File: config.mk
export PLATFORM = sky130hd
export DESIGN_NAME = perm_arbiter
export DESIGN_NICKNAME = d
export VERILOG_FILES = /design/src/rtl/perm_arbiter.sv
export SDC_FILE = /design/constraint.sdc
export NUM_CORES = 1
export LEC_CHECK = 0
export BUFFER_PORTS_ARGS = -buffer_cell sky130_fd_sc_hd__buf_4
export CAP_MARGIN = 20
export CORE_AREA = 4 4 130 132
export CTS_CLUSTER_DIAMETER = 120
export DETAILED_ROUTE_END_ITERATION = 8
export DIE_AREA = 0 0 134 136
export GPL_ROUTABILITY_DRIVEN = 1
export PLACE_DENSITY_LB_ADDON = 0.12
export SETUP_SLACK_MARGIN = 0.1
export SYNTH_ARGS = -nofsm -noshare
export SYNTH_HDL_FRONTEND = slang
export SYNTH_SLANG_ARGS = --single-unit
File: constraint.sdc
create_clock -name clk -period 4.9 [get_ports clk]
set_clock_uncertainty 0.1 [all_clocks]
set_input_delay 0.735 -clock clk [delete_from_list [all_inputs] [get_ports clk]]
set_output_delay 0.735 -clock clk [all_outputs]
set_load 0.005 [all_outputs]
File: src/rtl/perm_arbiter.sv
// perm_arbiter: shares one permutation engine between N_REQ requesters.
// A requester that wins arbitration owns the engine for one whole block:
// WORDS input words are forwarded into the engine (LOAD), then WORDS result
// words are returned to that same requester (OUT). Ownership rotates
// round-robin. An OUT phase that sees no result word accepted for TIMEOUT
// cycles is abandoned and flagged.
//
// Ports:
//   clk, rst          clock; synchronous active-low reset
//   req_pushin/firstin/din/stopin     per-requester input handshake
//   req_pushout/stopout               per-requester result handshake
//   req_firstout, req_dout            shared result marker and data
//   pushin/firstin/din/stopin         input handshake toward the engine
//   pushout/firstout/dout/stopout     result handshake from the engine
//   grant             one-hot current owner, 0 when idle
//   busy              a block is in progress
//   err_first         sticky: first accepted word of a block lacked firstin
//   err_timeout       sticky: an OUT phase was abandoned on timeout
module perm_arbiter #(
    parameter int N_REQ   = 2,
    parameter int WORDS   = 25,
    parameter int TIMEOUT = 1024
) (
    input  logic                 clk,
    input  logic                 rst,
    input  logic [N_REQ-1:0]     req_pushin,
    input  logic [N_REQ-1:0]     req_firstin,
    input  logic [64*N_REQ-1:0]  req_din,
    output logic [N_REQ-1:0]     req_stopin,
    output logic [N_REQ-1:0]     req_pushout,
    output logic                 req_firstout,
    output logic [63:0]          req_dout,
    input  logic [N_REQ-1:0]     req_stopout,
    output logic                 pushin,
    output logic                 firstin,
    output logic [63:0]          din,
    input  logic                 stopin,
    input  logic                 pushout,
    input  logic                 firstout,
    input  logic [63:0]          dout,
    output logic                 stopout,
    output logic [N_REQ-1:0]     grant,
    output logic                 busy,
    output logic                 err_first,
    output logic                 err_timeout
);

    localparam int IDX_W = (N_REQ > 1) ? $clog2(N_REQ) : 1;
    localparam int CNT_W = $clog2(WORDS + 1);
    localparam int TMO_W = $clog2(TIMEOUT);

    localparam logic [CNT_W-1:0] LAST_WORD = CNT_W'(WORDS - 1);
    localparam logic [TMO_W-1:0] TMO_LAST  = TMO_W'(TIMEOUT - 1);
    localparam logic [IDX_W-1:0] IDX_INIT  = IDX_W'(N_REQ - 1);

    typedef enum logic [1:0] {
        ST_IDLE = 2'd0,
        ST_LOAD = 2'd1,
        ST_OUT  = 2'd2
    } state_t;

    state_t             state_r, state_nxt_s;
    logic [N_REQ-1:0]   grant_r, grant_nxt_s;
    logic [IDX_W-1:0]   owner_r, owner_nxt_s;
    logic [IDX_W-1:0]   last_r, last_nxt_s;
    logic [CNT_W-1:0]   cnt_r, cnt_nxt_s;
    logic [TMO_W-1:0]   tmo_r, tmo_nxt_s;
    logic               err_first_r, err_first_nxt_s;
    logic               err_timeout_r, err_timeout_nxt_s;
    logic [IDX_W-1:0]   pick_s;
    logic               pick_vld_s;
    logic               in_acc_s;
    logic               out_acc_s;
    logic [63:0]        req_din_a_s [N_REQ];

    for (genvar gi = 0; gi < N_REQ; gi++) begin : g_din
        assign req_din_a_s[gi] = req_din[64*gi +: 64];
    end

    assign in_acc_s    = pushin && !stopin;
    assign out_acc_s   = pushout && !stopout;
    assign grant       = grant_r;
    assign busy        = (state_r != ST_IDLE);
    assign err_first   = err_first_r;
    assign err_timeout = err_timeout_r;

    // Round-robin pick: lowest offset k in 1..N_REQ above last_r wins, so the
    // loop walks offsets downward and the last hit (smallest k) is kept.
    always_comb begin
        int idx_v;
        idx_v      = 0;
        pick_s     = last_r;
        pick_vld_s = 1'b0;
        for (int k = N_REQ; k >= 1; k--) begin
            idx_v = (int'(last_r) + k) % N_REQ;
            if (req_pushin[IDX_W'(idx_v)]) begin
                pick_s     = IDX_W'(idx_v);
                pick_vld_s = 1'b1;
            end else begin
                pick_s     = pick_s;
                pick_vld_s = pick_vld_s;
            end
        end
    end

    // State register with synchronous active-low reset.
    always_ff @(posedge clk) begin
        if (!rst) begin
            state_r       <= ST_IDLE;
            grant_r       <= {N_REQ{1'b0}};
            owner_r       <= {IDX_W{1'b0}};
            last_r        <= IDX_INIT;
            cnt_r         <= {CNT_W{1'b0}};
            tmo_r         <= {TMO_W{1'b0}};
            err_first_r   <= 1'b0;
            err_timeout_r <= 1'b0;
        end else begin
            state_r       <= state_nxt_s;
            grant_r       <= grant_nxt_s;
            owner_r       <= owner_nxt_s;
            last_r        <= last_nxt_s;
            cnt_r         <= cnt_nxt_s;
            tmo_r         <= tmo_nxt_s;
            err_first_r   <= err_first_nxt_s;
            err_timeout_r <= err_timeout_nxt_s;
        end
    end

    // Next-state logic: grant, word counting, timeout and error flags.
    always_comb begin
        state_nxt_s       = state_r;
        grant_nxt_s       = grant_r;
        owner_nxt_s       = owner_r;
        last_nxt_s        = last_r;
        cnt_nxt_s         = cnt_r;
        tmo_nxt_s         = tmo_r;
        err_first_nxt_s   = err_first_r;
        err_timeout_nxt_s = err_timeout_r;
        case (state_r)
            ST_IDLE: begin
                if (pick_vld_s) begin
                    state_nxt_s = ST_LOAD;
                    owner_nxt_s = pick_s;
                    grant_nxt_s = {{(N_REQ-1){1'b0}}, 1'b1} << pick_s;
                    cnt_nxt_s   = {CNT_W{1'b0}};
                end else begin
                    state_nxt_s = ST_IDLE;
                end
            end
            ST_LOAD: begin
                if (in_acc_s) begin
                    // A missing first marker is recorded but the word still goes through.
                    if ((cnt_r == {CNT_W{1'b0}}) && !firstin) begin
                        err_first_nxt_s = 1'b1;
                    end else begin
                        err_first_nxt_s = err_first_r;
                    end
                    if (cnt_r == LAST_WORD) begin
                        cnt_nxt_s   = {CNT_W{1'b0}};
                        tmo_nxt_s   = {TMO_W{1'b0}};
                        state_nxt_s = ST_OUT;
                    end else begin
                        cnt_nxt_s = cnt_r + CNT_W'(1);
                    end
                end else begin
                    cnt_nxt_s = cnt_r;
                end
            end
            ST_OUT: begin
                if (out_acc_s) begin
                    tmo_nxt_s = {TMO_W{1'b0}};
                    if (cnt_r == LAST_WORD) begin
                        cnt_nxt_s   = {CNT_W{1'b0}};
                        last_nxt_s  = owner_r;
                        grant_nxt_s = {N_REQ{1'b0}};
                        state_nxt_s = ST_IDLE;
                    end else begin
                        cnt_nxt_s = cnt_r + CNT_W'(1);
                    end
                end else if (tmo_r == TMO_LAST) begin
                    err_timeout_nxt_s = 1'b1;
                    cnt_nxt_s         = {CNT_W{1'b0}};
                    tmo_nxt_s         = {TMO_W{1'b0}};
                    last_nxt_s        = owner_r;
                    grant_nxt_s       = {N_REQ{1'b0}};
                    state_nxt_s       = ST_IDLE;
                end else begin
                    tmo_nxt_s = tmo_r + TMO_W'(1);
                end
            end
            default: begin
                state_nxt_s = ST_IDLE;
                grant_nxt_s = {N_REQ{1'b0}};
                cnt_nxt_s   = {CNT_W{1'b0}};
                tmo_nxt_s   = {TMO_W{1'b0}};
            end
        endcase
    end

    // Output steering: connect the owner to the engine in the active direction only.
    always_comb begin
        pushin       = 1'b0;
        firstin      = 1'b0;
        din          = 64'd0;
        stopout      = 1'b1;
        req_stopin   = {N_REQ{1'b1}};
        req_pushout  = {N_REQ{1'b0}};
        req_firstout = 1'b0;
        req_dout     = 64'd0;
        case (state_r)
            ST_LOAD: begin
                pushin              = req_pushin[owner_r];
                firstin             = req_firstin[owner_r];
                din                 = req_din_a_s[owner_r];
                req_stopin[owner_r] = stopin;
            end
            ST_OUT: begin
                req_pushout[owner_r] = pushout;
                req_firstout         = firstout;
                req_dout             = dout;
                stopout              = req_stopout[owner_r];
            end
            default: begin
                pushin = 1'b0;
            end
        endcase
    end

endmodule

# Word-level counts from Yosys, hierarchy flattened

Cells that the tools add are included.

Register bits: 23
Input bits: 203

Add/subtract/negate cells: 4
Order comparisons: 5
Equality and inequality tests: 10
Shift-type cells: 1
Multiplexer cells: 50
Bitwise gates (word level): 7
Reductions and logical operators: 19

Operators by type and width:

| kind                  | count |
|---|---|
| $mux 64               | 5 |
| $mux 10               | 4 |
| $pmux 10 s3           | 1 |
| $mux 5                | 5 |
| $mux 1                | 23 |
| $mux 2                | 8 |
| $pmux 5 s3            | 1 |
| $reduce_and 3->1      | 5 |
| $pmux 2 s3            | 2 |
| $add 10x1->10 const B | 1 |
| $eq 10x10->1 const B  | 1 |
| $reduce_and 4->1      | 2 |
| $lt 1x3->1 const B    | 2 |
| $ne 2x2->1 const B    | 3 |
| $ne 3x3->1 const B    | 2 |
| $add 5x1->5 const B   | 1 |
| $eq 5x5->1 const B    | 1 |
| $logic_not 5->1       | 1 |
| $logic_and 1x1->1     | 4 |
| $reduce_bool 2->1     | 2 |
| $logic_not 1->1       | 3 |
| $not 1->1             | 3 |
| $add 1x1->1 const B   | 2 |
| $and 2x2->2           | 1 |
| other kinds (13)      | 13 |

# Logic depth before layout (Yosys ltp)

Gate-level depths: netlist (run 1).

Depth after elaboration: 9
Mapped depth: 8
Gate-level depth less buffers: 7

# Least setup slack after synthesis (run 1)

Ideal clock, no wire load.

Kind: reg2out
From: register state_r[1]
To: output din[13]
Arrival time: 1376 ps
Data required time: 4065 ps
Setup slack: 2689 ps
Stages on the path, launching flop included: 7
Buffers on the path: 2
Cell sequence: dfxtp_1 > inv_1 > ha_1 > inv_1 > buf_1 > buf_1 > nor2_1

Cells in the longest elaborated chain, start to end: 2

Ends and longest elaborated chain:

| what                   | RTL line | text |
|---|---|---|
| start, declared        | 62       | `state_t state_r, state_nxt_s;` |
| start signal, assigned | 118      | `state_r <= state_nxt_s;` |
| $eq 2x1->1             | 210      | `case (state_r)` |
| $mux 64                | 210      |  |
| end, declared          | 36       | `output logic [63:0] din,` |

No other way between the ends.

# Final worst setup path (run 1)

From: register state_r[1]
To: output din[35]

The elaborated chain is that of the path after synthesis.

==> results by group, run 1 <==
Synth
  • Post-synth top flop: dfxtp_1
  • Post-synth top area share: 24.7%
  • Synth cell types: 41
  • Area contributors post-synth: mux2i_1 (25%), dfxtp_1 (17%), and2_1 (15%), nor2_1 (9.9%), nand2_1 (3.5%)
  • Area leader, netlist: mux2i_1
  • #FFs+latches synth: 23
  • Post-synthesis sequential area ratio: 16.7%
  • Async S/R FF share, synth: 0%
  • Most frequent cell after synthesis: nor2_1
  • Post-synth top cells: nor2_1 (73), mux2i_1 (68), and2_1 (66)
  • Cell Area, Synth: 2760 sq um
  • Post-synth EDFFs: 0
  • Synthesized net count: 598
  • Avg Inst Size Synth: between 7 and 8 sq um
  • Syn Inst Count: between 300 and 400
  • Synth warn: 0

STA
  • Final min period: 3.01 ns
  • Hold_ws: 0.381 ns
  • Final period utilization: approximately 61%
  • Final setup fails: 0
  • Final hold viol count: 0
  • Setup TNS Final: 0 ns
  • RSZ-0062 raised after global routing: no
  • Worst rel slew slack: between 30% and 40%
  • Fmax: 0.333 GHz
  • Final slew viol count: 0
  • Worst Max-Slew Pin Slew: 0.955 ns

Detailed routing
  • DRT Pass-1 Iters: 5
  • Via count: 4052
  • Drt first-iter violations: 197
  • Vias per inst: roughly 4.4
  • Post-route DRC: 0
  • Post-route ant nets: 0
  • Routed wire length: ~15000 um
  • Routed wire per std cell: 16.4 um

Worst hold path
  • Hold Path Class: reg -> reg
  • Worst Hold Path EP: grant[1]
  • Hold path startpoint: grant[1]
  • Hold path cells: 2

Final layout
  • Ant diodes: 0
  • Nets@finish: just over 900
  • Syn-to-layout area delta: 103%
  • Share of cells above drive strength 1: 51.0%

Setup path
  • Critical path arrival: 2.17 ns
  • Startpoint types: flop
  • Critical path capture point type: output pin
  • Reg2reg start: state_r[0]
  • CP required: 4.07 ns
  • Worst R2R Setup Slack: 2.14 ns
  • CP max FO: 49
  • CP Class: reg -> out
  • FF-to-FF path depth: 7
  • Reg2reg end: state_r[0]

Global routing
  • Antenna violations before repair: 0
  • First-pass GRT wire length: 21700 um
  • Vias in the first global route: about 4100
  • Total GRT Usage: roughly 15%
  • GR Overflow Total: 0
  • Largest net degree at the start of global routing: just over 70

Clocking
  • H-tree Lvls: 1
  • Worst skew pair latency: ~0.26 ns
  • Num Clock Sinks: 23
  • Cts bufs inserted: 3
  • Post-CTS Resized: 0
  • Clock Tree Root: clkbuf_16
  • Post-cts hold buffer count: 0
  • Clock slew at the register clock pins of the worst setup and hold paths: about 0.07 ns
  • Max clock buf depth: 2
  • CTS tree: built
  • Post-CTS Setup Bufs: 0

Power
  • Leak: about 0.0026 uW
  • Peak VDD IR: ~0.13 mV
  • Pwr dens: 253 nW/um^2

Flow run
  • Max_cap viols: 0

Die
  • Row count: 46
  • Initial core utilization: 17.6%
  • DIE HEIGHT: 136 um
  • Die X: 134 um
  • Total core area: ~16000 sq um
  • Ports: 344
  • Die area: about 18000 sq um

Run status
  • Status: finished clean

Placed design
  • DP Wirelength: 12800 um
  • Placer Congestion: 0.833
  • IO buf count: 343
## through the flow
step | total power (uW) | setup slack (ns) | area, sq um | util [%] | instances
after floorplan | 657 | 2.69 | 2760 | - | 389
after global placement | 1250 | 2.20 | 5510 | 35.1 | 922
after detailed placement | 1250 | 2.09 | 5510 | 35.1 | 922
after CTS | 1440 | 1.86 | 5590 | 35.6 | 926
after global routing | 1540 | 1.75 | 5590 | 35.6 | 926
final | 1420 | 1.89 | 5590 | 35.6 | 926
## worst max-delay path, stage by stage, from the launching register on
cell and delay (ns):
dfxtp_1 0.36, inv_1 0.07, ha_1 0.26, inv_2 0.33, buf_4 0.53, nor2_1 0.16, buf_4 0.17
## layer usage
layer  part of all wire, %  track usage [%]  up-vias
met5                     0                0        -
met4                   2.5             4.00        0
met3                    10             4.29       21
met2                    52             28.2      243
met1                    35             15.9     1823
li1                      -                -     1965
## placed cells by master, fill, tap and decap left out, types with 4 or more instances in the layout
cell	netlist	routed
inv_1	11	10
buf_4	0	345
o22ai_1	6	6
o211ai_1	5	5
mux2i_1	68	68
ha_1	6	5
and2_1	66	66
o21ai_0	6	6
nand4b_1	4	4
nand2b_1	6	6
nand3_1	8	8
nor3_1	5	5
nand3b_1	4	4
nor2_1	73	73
nand2_1	26	26
a21oi_1	11	11
dfxtp_1	23	22
## flip-flops by register name (all words and copies together) (netlist names)
register	flops
tmo_r	10
cnt_r	5
grant	2
state_r	2
err_first	1
err_timeout	1
last_r	1
owner_r	1
## cell type report
class / instances / area, sq um
timing repair buffer: 345 / 2590
tap: 216 / 270
inverter: 11 / 41.3
sequential: 23 / 464
clock buffer: 3 / 75.1
fill: 1661 / 10100
multi-input combinational: 327 / 2140
clock inverter: 1 / 6.26
## worst max path at each step
stage	depth (start not counted)	from	end
after floorplan	6	state_r[1]	din[13]
after detailed placement	7	state_r[0]	cnt_r[1]
after global placement	6	state_r[1]	din[38]
final	6	state_r[1]	din[35]
after global routing	6	state_r[1]	firstin
after CTS	4	owner_r	din[21]
## cell families (layout without fill, tap and decap cells)
family          after synthesis  in the layout  share of synthesized area (%)
compound gates               44             44                           10.9
flops                        23             23                           16.7
mux                          69             69                           25.2
fa+ha+maj                     6              6                           2.72
buf+inv                      39            360                           5.76
simple gates                208            208                           38.7
## report_power, final
| part | total [uW] | internal (uW) | switching, uW |
|---|---|---|---|
| clock network | 186 | 111 | 74.7 |
| registers | 210 | 200 | 10.1 |
| logic | 1020 | 534 | 485 |
| total | 1420 | 845 | 570 |
No activity file was read; power rests on OpenSTA's default activity.
==> inputs of run 2 (changes only) <==
CORE_AREA = 4 4 131 133   (was 4 4 130 132)
DIE_AREA = 0 0 135 137   (was 0 0 134 136)
clock period = 2.5 ns   (was 4.9 ns; I/O delays follow)
==> run 2 against run 1 <==
Net effect: core utilization up 0.27 points; first-iteration DRC count down 38%; worst setup slack worse by 1.7 ns; power up 100%; hold slack worse by 0.040 ns; flip-flop and latch count unchanged; critical path depth unchanged; combinational power up 110%; sequential power up 96%; via count down 0.67%; cell area up 1.5%; critical path type unchanged; critical endpoint is now din[0].
==> results by group, run 2 (same netlist as run 1, synthesis figures left out) <==
Global routing
  • Vias in the first global route: 4133
  • GR Overflow Total: 0
  • Largest net degree at the start of global routing: 60
  • Antenna violations before repair: 0
  • First-pass GRT wire length: around 23000 um
  • Total GRT Usage: 15.3%

Setup path
  • CP max FO: 37
  • CP Class: reg -> out
  • CP required: 2.03 ns
  • Critical path arrival: 1.83 ns
  • Reg2reg start: cnt_r[0]
  • CP max stage cell: dfxtp_1
  • FF-to-FF path depth: 7
  • Worst R2R Setup Slack: 0.49 ns
  • Reg2reg end: tmo_r[2]
  • Crit. Startpoint: state_r[1]
  • CP max stage delay: 0.36 ns
  • Startpoint types: flop
  • Critical path capture point type: output pin
  • Worst setup path end: din[0]
  • Critical path cell sequence: inv_1 -> ha_1 -> inv_2 -> buf_12 -> nor2_1 -> buf_4

Flow run
  • Max_cap viols: 0

Placed design
  • Dpl cells: a little over 900
  • IO buf count: 343
  • Placer Congestion: 0.841
  • DP Wirelength: roughly 14000 um

Power
  • Reg power frac: 14.4%
  • Peak VDD IR: between 0.2 and 0.25 mV
  • Pint: 1730 uW
  • Power, Total: 2860 uW
  • Pwr dens: 505 nW/um^2
  • Leak: 0.00267 uW
  • Clock power share: 12.3%
  • Sw Ratio: 39.6%
  • Net Switching: 1130 uW
  • Gate power share: 73.3%

Worst hold path
  • Hold Path Class: in -> reg

Run status
  • Status: finished clean

Final layout
  • Commonest cells after routing, fill and taps aside: buf_4 (347), nor2_1 (73), mux2i_1 (68), and2_1 (66), nand2_1 (26)
  • Syn-to-layout area delta: 106%
  • Share of cells above drive strength 1: 51.3%
  • Ant diodes: 0
  • Filler cells: 1698
  • Nets@finish: 926
  • Biggest register: tmo_r
  • Max FFs per register: 10
  • Reg area: 464 sq um
  • Multi-input logic area: 2140 sq um
  • Finished Layout Cells: between 900 and 1000
  • Biggest regs: tmo_r x10, cnt_r x5
  • Commonest non-fill, non-tap cell in the layout: buf_4

STA
  • RSZ-0062 raised after global routing: no
  • Final min period: around 2.3 ns
  • Final slew viol count: 0
  • Worst Max-Slew Pin Slew: 0.430 ns
  • Final period utilization: 92.2%
  • Worst rel slew slack: 71.3%
  • Hold_ws: 0.341 ns
  • Final hold viol count: 0
  • Setup TNS Final: 0 ns
  • Fmax: 0.434 GHz
  • Final setup fails: 0

Detailed routing
  • Vias per inst: 4.32
  • DRT Pass-1 Iters: 4
  • Routed wire length: around 16000 um
  • Routed wire per std cell: 17.3 um
  • Post-route DRC: 0
  • Via count: 4025
  • Drt first-iter violations: about 120
  • Post-route ant nets: 0

Clocking
  • Num Clock Sinks: 23
  • CTS tree: built
  • Max clock buf depth: 2
  • Post-CTS Setup Bufs: 0
  • Worst skew pair latency: 0.25 ns
  • Cts bufs inserted: 3
  • Post-CTS Resized: 0
  • H-tree Lvls: 1
  • Clock Tree Root: clkbuf_16
  • Clock slew at the register clock pins of the worst setup and hold paths: 0.06 ns
  • Post-cts hold buffer count: 0

Die
  • Die X: 135 um
  • Die area: about 18000 sq um
  • Initial core utilization: between 15 and 20%
  • DIE HEIGHT: about 140 um
  • Row count: 46
  • Total core area: 15800 sq um
  • Ports: 344
==> run 2: cell count changes in the layout (fill, tap and decap cells not counted) <==
| cell | change |
|---|---|
| buf_6 | +1 |
| clkbuf_1 | +1 |
| buf_4 | +2 |
| inv_4 | -1 |
| buf_12 | +3 |
==> run 2: through the flow <==
step	utilization [%]	area, sq um	setup WS, ns
finish	35.8	5670	0.196
global route	35.8	5670	0.109
CTS	35.8	5670	0.170
detailed placement	35.3	5590	0.463
global placement	35.3	5590	0.489
floorplan	-	2760	0.595
==> run 2: how the worst min path moves through the flow <==
stage / cells past startpoint / end / start / slack, ns
3_5_place_dp: 2 / tmo_r[9] / tmo_r[9] / 0.38
6_report: 3 / state_r[0] / req_pushin[0] / 0.34
3_3_place_gp: 2 / state_r[0] / state_r[0] / 0.37
2_1_floorplan: 2 / state_r[0] / state_r[0] / 0.35
4_1_cts: 3 / state_r[0] / req_pushin[0] / 0.34
5_1_grt: 3 / state_r[0] / req_pushin[0] / 0.37
==> run 2: area by class of cell <==
type | count | area share [%]
Sequential cell | 23 | 8.18
Tap cell | 216 | 4.76
Timing Repair Buffer | 351 | 47.2
Multi-Input combinational cell | 327 | 37.8
Inverter | 11 | 0.728
Clock buffer | 4 | 1.39
==> run 2: power groups by stage <==
stage,registers [uW],logic (uW),clock network (uW)
after detailed placement,421,2130,0
after global routing,415,2300,373
final,412,2100,351
after global placement,418,2130,0
after floorplan,416,871,0
after CTS,412,2140,360
==> run 2: routing by layer <==
metal | global-route usage [%] | up-vias | wire [um]
met3 | 4.78 | 16 | 1680
met4 | 3.75 | 0 | 289
li1 | - | 1968 | -
met1 | 15.3 | 1805 | 5450
met5 | 0 | - | 0
met2 | 30.5 | 236 | 8710
==> run 2: critical path: cells and delay by family, from the launching register on <==
family	cells	cell delay, ns
flip-flops	1	0.36
AND/OR/NAND/NOR	1	0.09
buffers and inverters	4	0.82
adder cells (fa/ha/maj)	1	0.26
==> inputs of run 3 (changes only) <==
CAP_MARGIN = 25   (was 20)
CORE_AREA = 4 4 132 134   (was 4 4 131 133)
DIE_AREA = 0 0 136 138   (was 0 0 135 137)
PLACE_DENSITY_LB_ADDON = not set   (was 0.12)
clock period = 2.2 ns   (was 2.5 ns; I/O delays follow)
==> run 3 against run 2 <==
Net effect: first-iteration DRC count grew 32%; sequential share of layout area shrank 0.16 points; cell area grew 2.0%; count of clock-buffer cells in the layout shrank 1; via count shrank 1.7%; highest routed layer unchanged; non-clock buffer count grew 7; flip-flop and latch count is the same; register-to-register slack lost 0.26 ns; worst setup slack lost 0.0068 ns.
==> results by group, run 3 (same netlist as run 1, synthesis figures left out) <==
Die
  • Die area: 18800 sq um
  • Total core area: between 15000 and 20000 sq um
  • Initial core utilization: 16.9%
  • Ports: 344
  • DIE HEIGHT: between 100 and 150 um
  • Row count: 47
  • Die X: ~140 um

Clocking
  • Clock Tree Root: clkbuf_16
  • Post-CTS Setup Bufs: 0
  • Max clock buf depth: 2
  • H-tree Lvls: 1
  • Worst skew pair latency: 0.25 ns
  • CTS tree: built
  • Post-cts hold buffer count: 0
  • Clock slew at the register clock pins of the worst setup and hold paths: 0.06 ns
  • Num Clock Sinks: 23
  • Cts bufs inserted: 3

STA
  • Worst Max-Slew Pin Slew: 0.357 ns
  • Final period utilization: 91.4%
  • Worst setup margin: 0.189 ns
  • Setup TNS Final: 0 ns
  • Final hold viol count: 0
  • Worst rel slew slack: between 70% and 80%
  • RSZ-0062 raised after global routing: no
  • Final min period: 2.01 ns
  • Final slew viol count: 0
  • Final setup fails: 0
  • Fmax: 0.497 GHz

Final layout
  • Max FFs per register: 10
  • Biggest register: tmo_r
  • Nets@finish: 933
  • Commonest non-fill, non-tap cell in the layout: buf_4
  • Reg area: 464 sq um
  • Filler cells: approximately 1700
  • Multi-input logic area: approximately 2200 sq um
  • Share of cells above drive strength 1: around half
  • Syn-to-layout area delta: 110%
  • Commonest cells after routing, fill and taps aside: buf_4 (353), nor2_1 (73), mux2i_1 (68), and2_1 (66), nand2_1 (26)
  • Biggest regs: tmo_r x10, cnt_r x5
  • Ant diodes: 0

Setup path
  • CP required: approximately 1.8 ns
  • CP max FO: 5
  • Critical path capture point type: output pin
  • Critical path cell sequence: inv_1 -> ha_1 -> nand2b_1 -> or2_2 -> buf_4
  • CP max stage cell: dfxtp_1
  • CP max stage delay: 0.33 ns
  • Critical path arrival: roughly 1.6 ns
  • CP Class: reg -> out
  • Startpoint types: flop

Placed design
  • DP Worst Slack: 0.230 ns
  • IO buf count: approximately 340
  • Placer Congestion: 0.845
  • DP Wirelength: 12200 um

Global routing
  • First-pass GRT wire length: between 20000 and 25000 um
  • Largest net degree at the start of global routing: a little over 70
  • GR Overflow Total: 0
  • Vias in the first global route: a little under 4000
  • Antenna violations before repair: 0
  • Total GRT Usage: 14.0%

Power
  • Leak: 0.00274 uW
  • Net Switching: 1280 uW
  • Pwr dens: 571 nW/um^2
  • Gate power share: 73.8%
  • Pint: 2030 uW
  • Sw Ratio: 38.7%
  • Reg power frac: ~14%
  • Clock power share: between 10 and 15%
  • Peak VDD IR: 0.409 mV

Detailed routing
  • Vias per inst: 4.20
  • Routed wire per std cell: 15.4 um
  • DRT Pass-1 Iters: 6
  • Routed wire length: 14500 um
  • Post-route ant nets: 0
  • Post-route DRC: 0
  • Drt first-iter violations: 161
  • Via count: 3956

Worst hold path
  • Hold Path Class: in -> reg

Flow run
  • Max_cap viols: 0

Run status
  • Status: finished clean
run 3: changes by cell type in the layout (fill, tap and decap cells not counted), sizes merged:
cell    delta
buf        +6
bufbuf     +1
clkbuf     -1
clkinv     +1
run 3: power groups by stage:
stage,clock network (uW),logic (uW),registers [uW]
2_1_floorplan,0,990,473
3_3_place_gp,0,2450,475
3_5_place_dp,0,2440,476
4_1_cts,404,2460,467
5_1_grt,429,2670,471
6_report,399,2440,466
run 3: path summary, 6_finish.rpt:
path	start	end	slack [ns]	cells past startpoint
hold / removal	req_pushin[0]	state_r[0]	0.30	3
setup reg to reg	state_r[1]	cnt_r[1]	0.23	7
setup / recovery	state_r[1]	req_stopin[1]	0.19	5
hold reg to reg	state_r[0]	state_r[0]	0.38	2
run 3: area by class of cell:
type / instances / area share [%]
clock buffer: 3 / 1.30
clock inverter: 1 / 0.0865
inverter: 11 / 0.800
multi-input combinational: 327 / 37.2
sequential: 23 / 8.02
tap: 220 / 4.76
timing repair buffer: 358 / 47.9
run 3: per-layer routing:
layer,wire length (um),GRT usage (%),vias up
met1,5600,16.5,1742
met4,211,2.65,0
met5,0,0,-
met3,1590,4.32,12
met2,7140,25.0,221
li1,-,-,1981
run 3: critical path: cells and delay by family, from the launching register on:
family,cells,cell delay (ns)
AND/OR/NAND/NOR,2,0.46
adder cells (fa/ha/maj),1,0.33
flip-flops,1,0.33
buffers and inverters,2,0.22
run 3: repair_timing:
item,in CTS,in global routing
endpoints found under the hold margin,0,0
gates cloned,1,0
setup endpoints to repair,40,11
resized for setup,2,3
run 3: stage by stage:
step / std cells / hold slack, ns / power (uW) / instance area [sq um] / utilization [%]
global placement: 938 / 0.371 / 2930 / 5650 / 34.7
global route: 943 / 0.313 / 3570 / 5790 / 35.5
CTS: 943 / 0.297 / 3330 / 5780 / 35.5
detailed placement: 938 / 0.377 / 2910 / 5650 / 34.7
floorplan: 389 / 0.352 / 1460 / 2760 / -
finish: 943 / 0.296 / 3300 / 5790 / 35.5
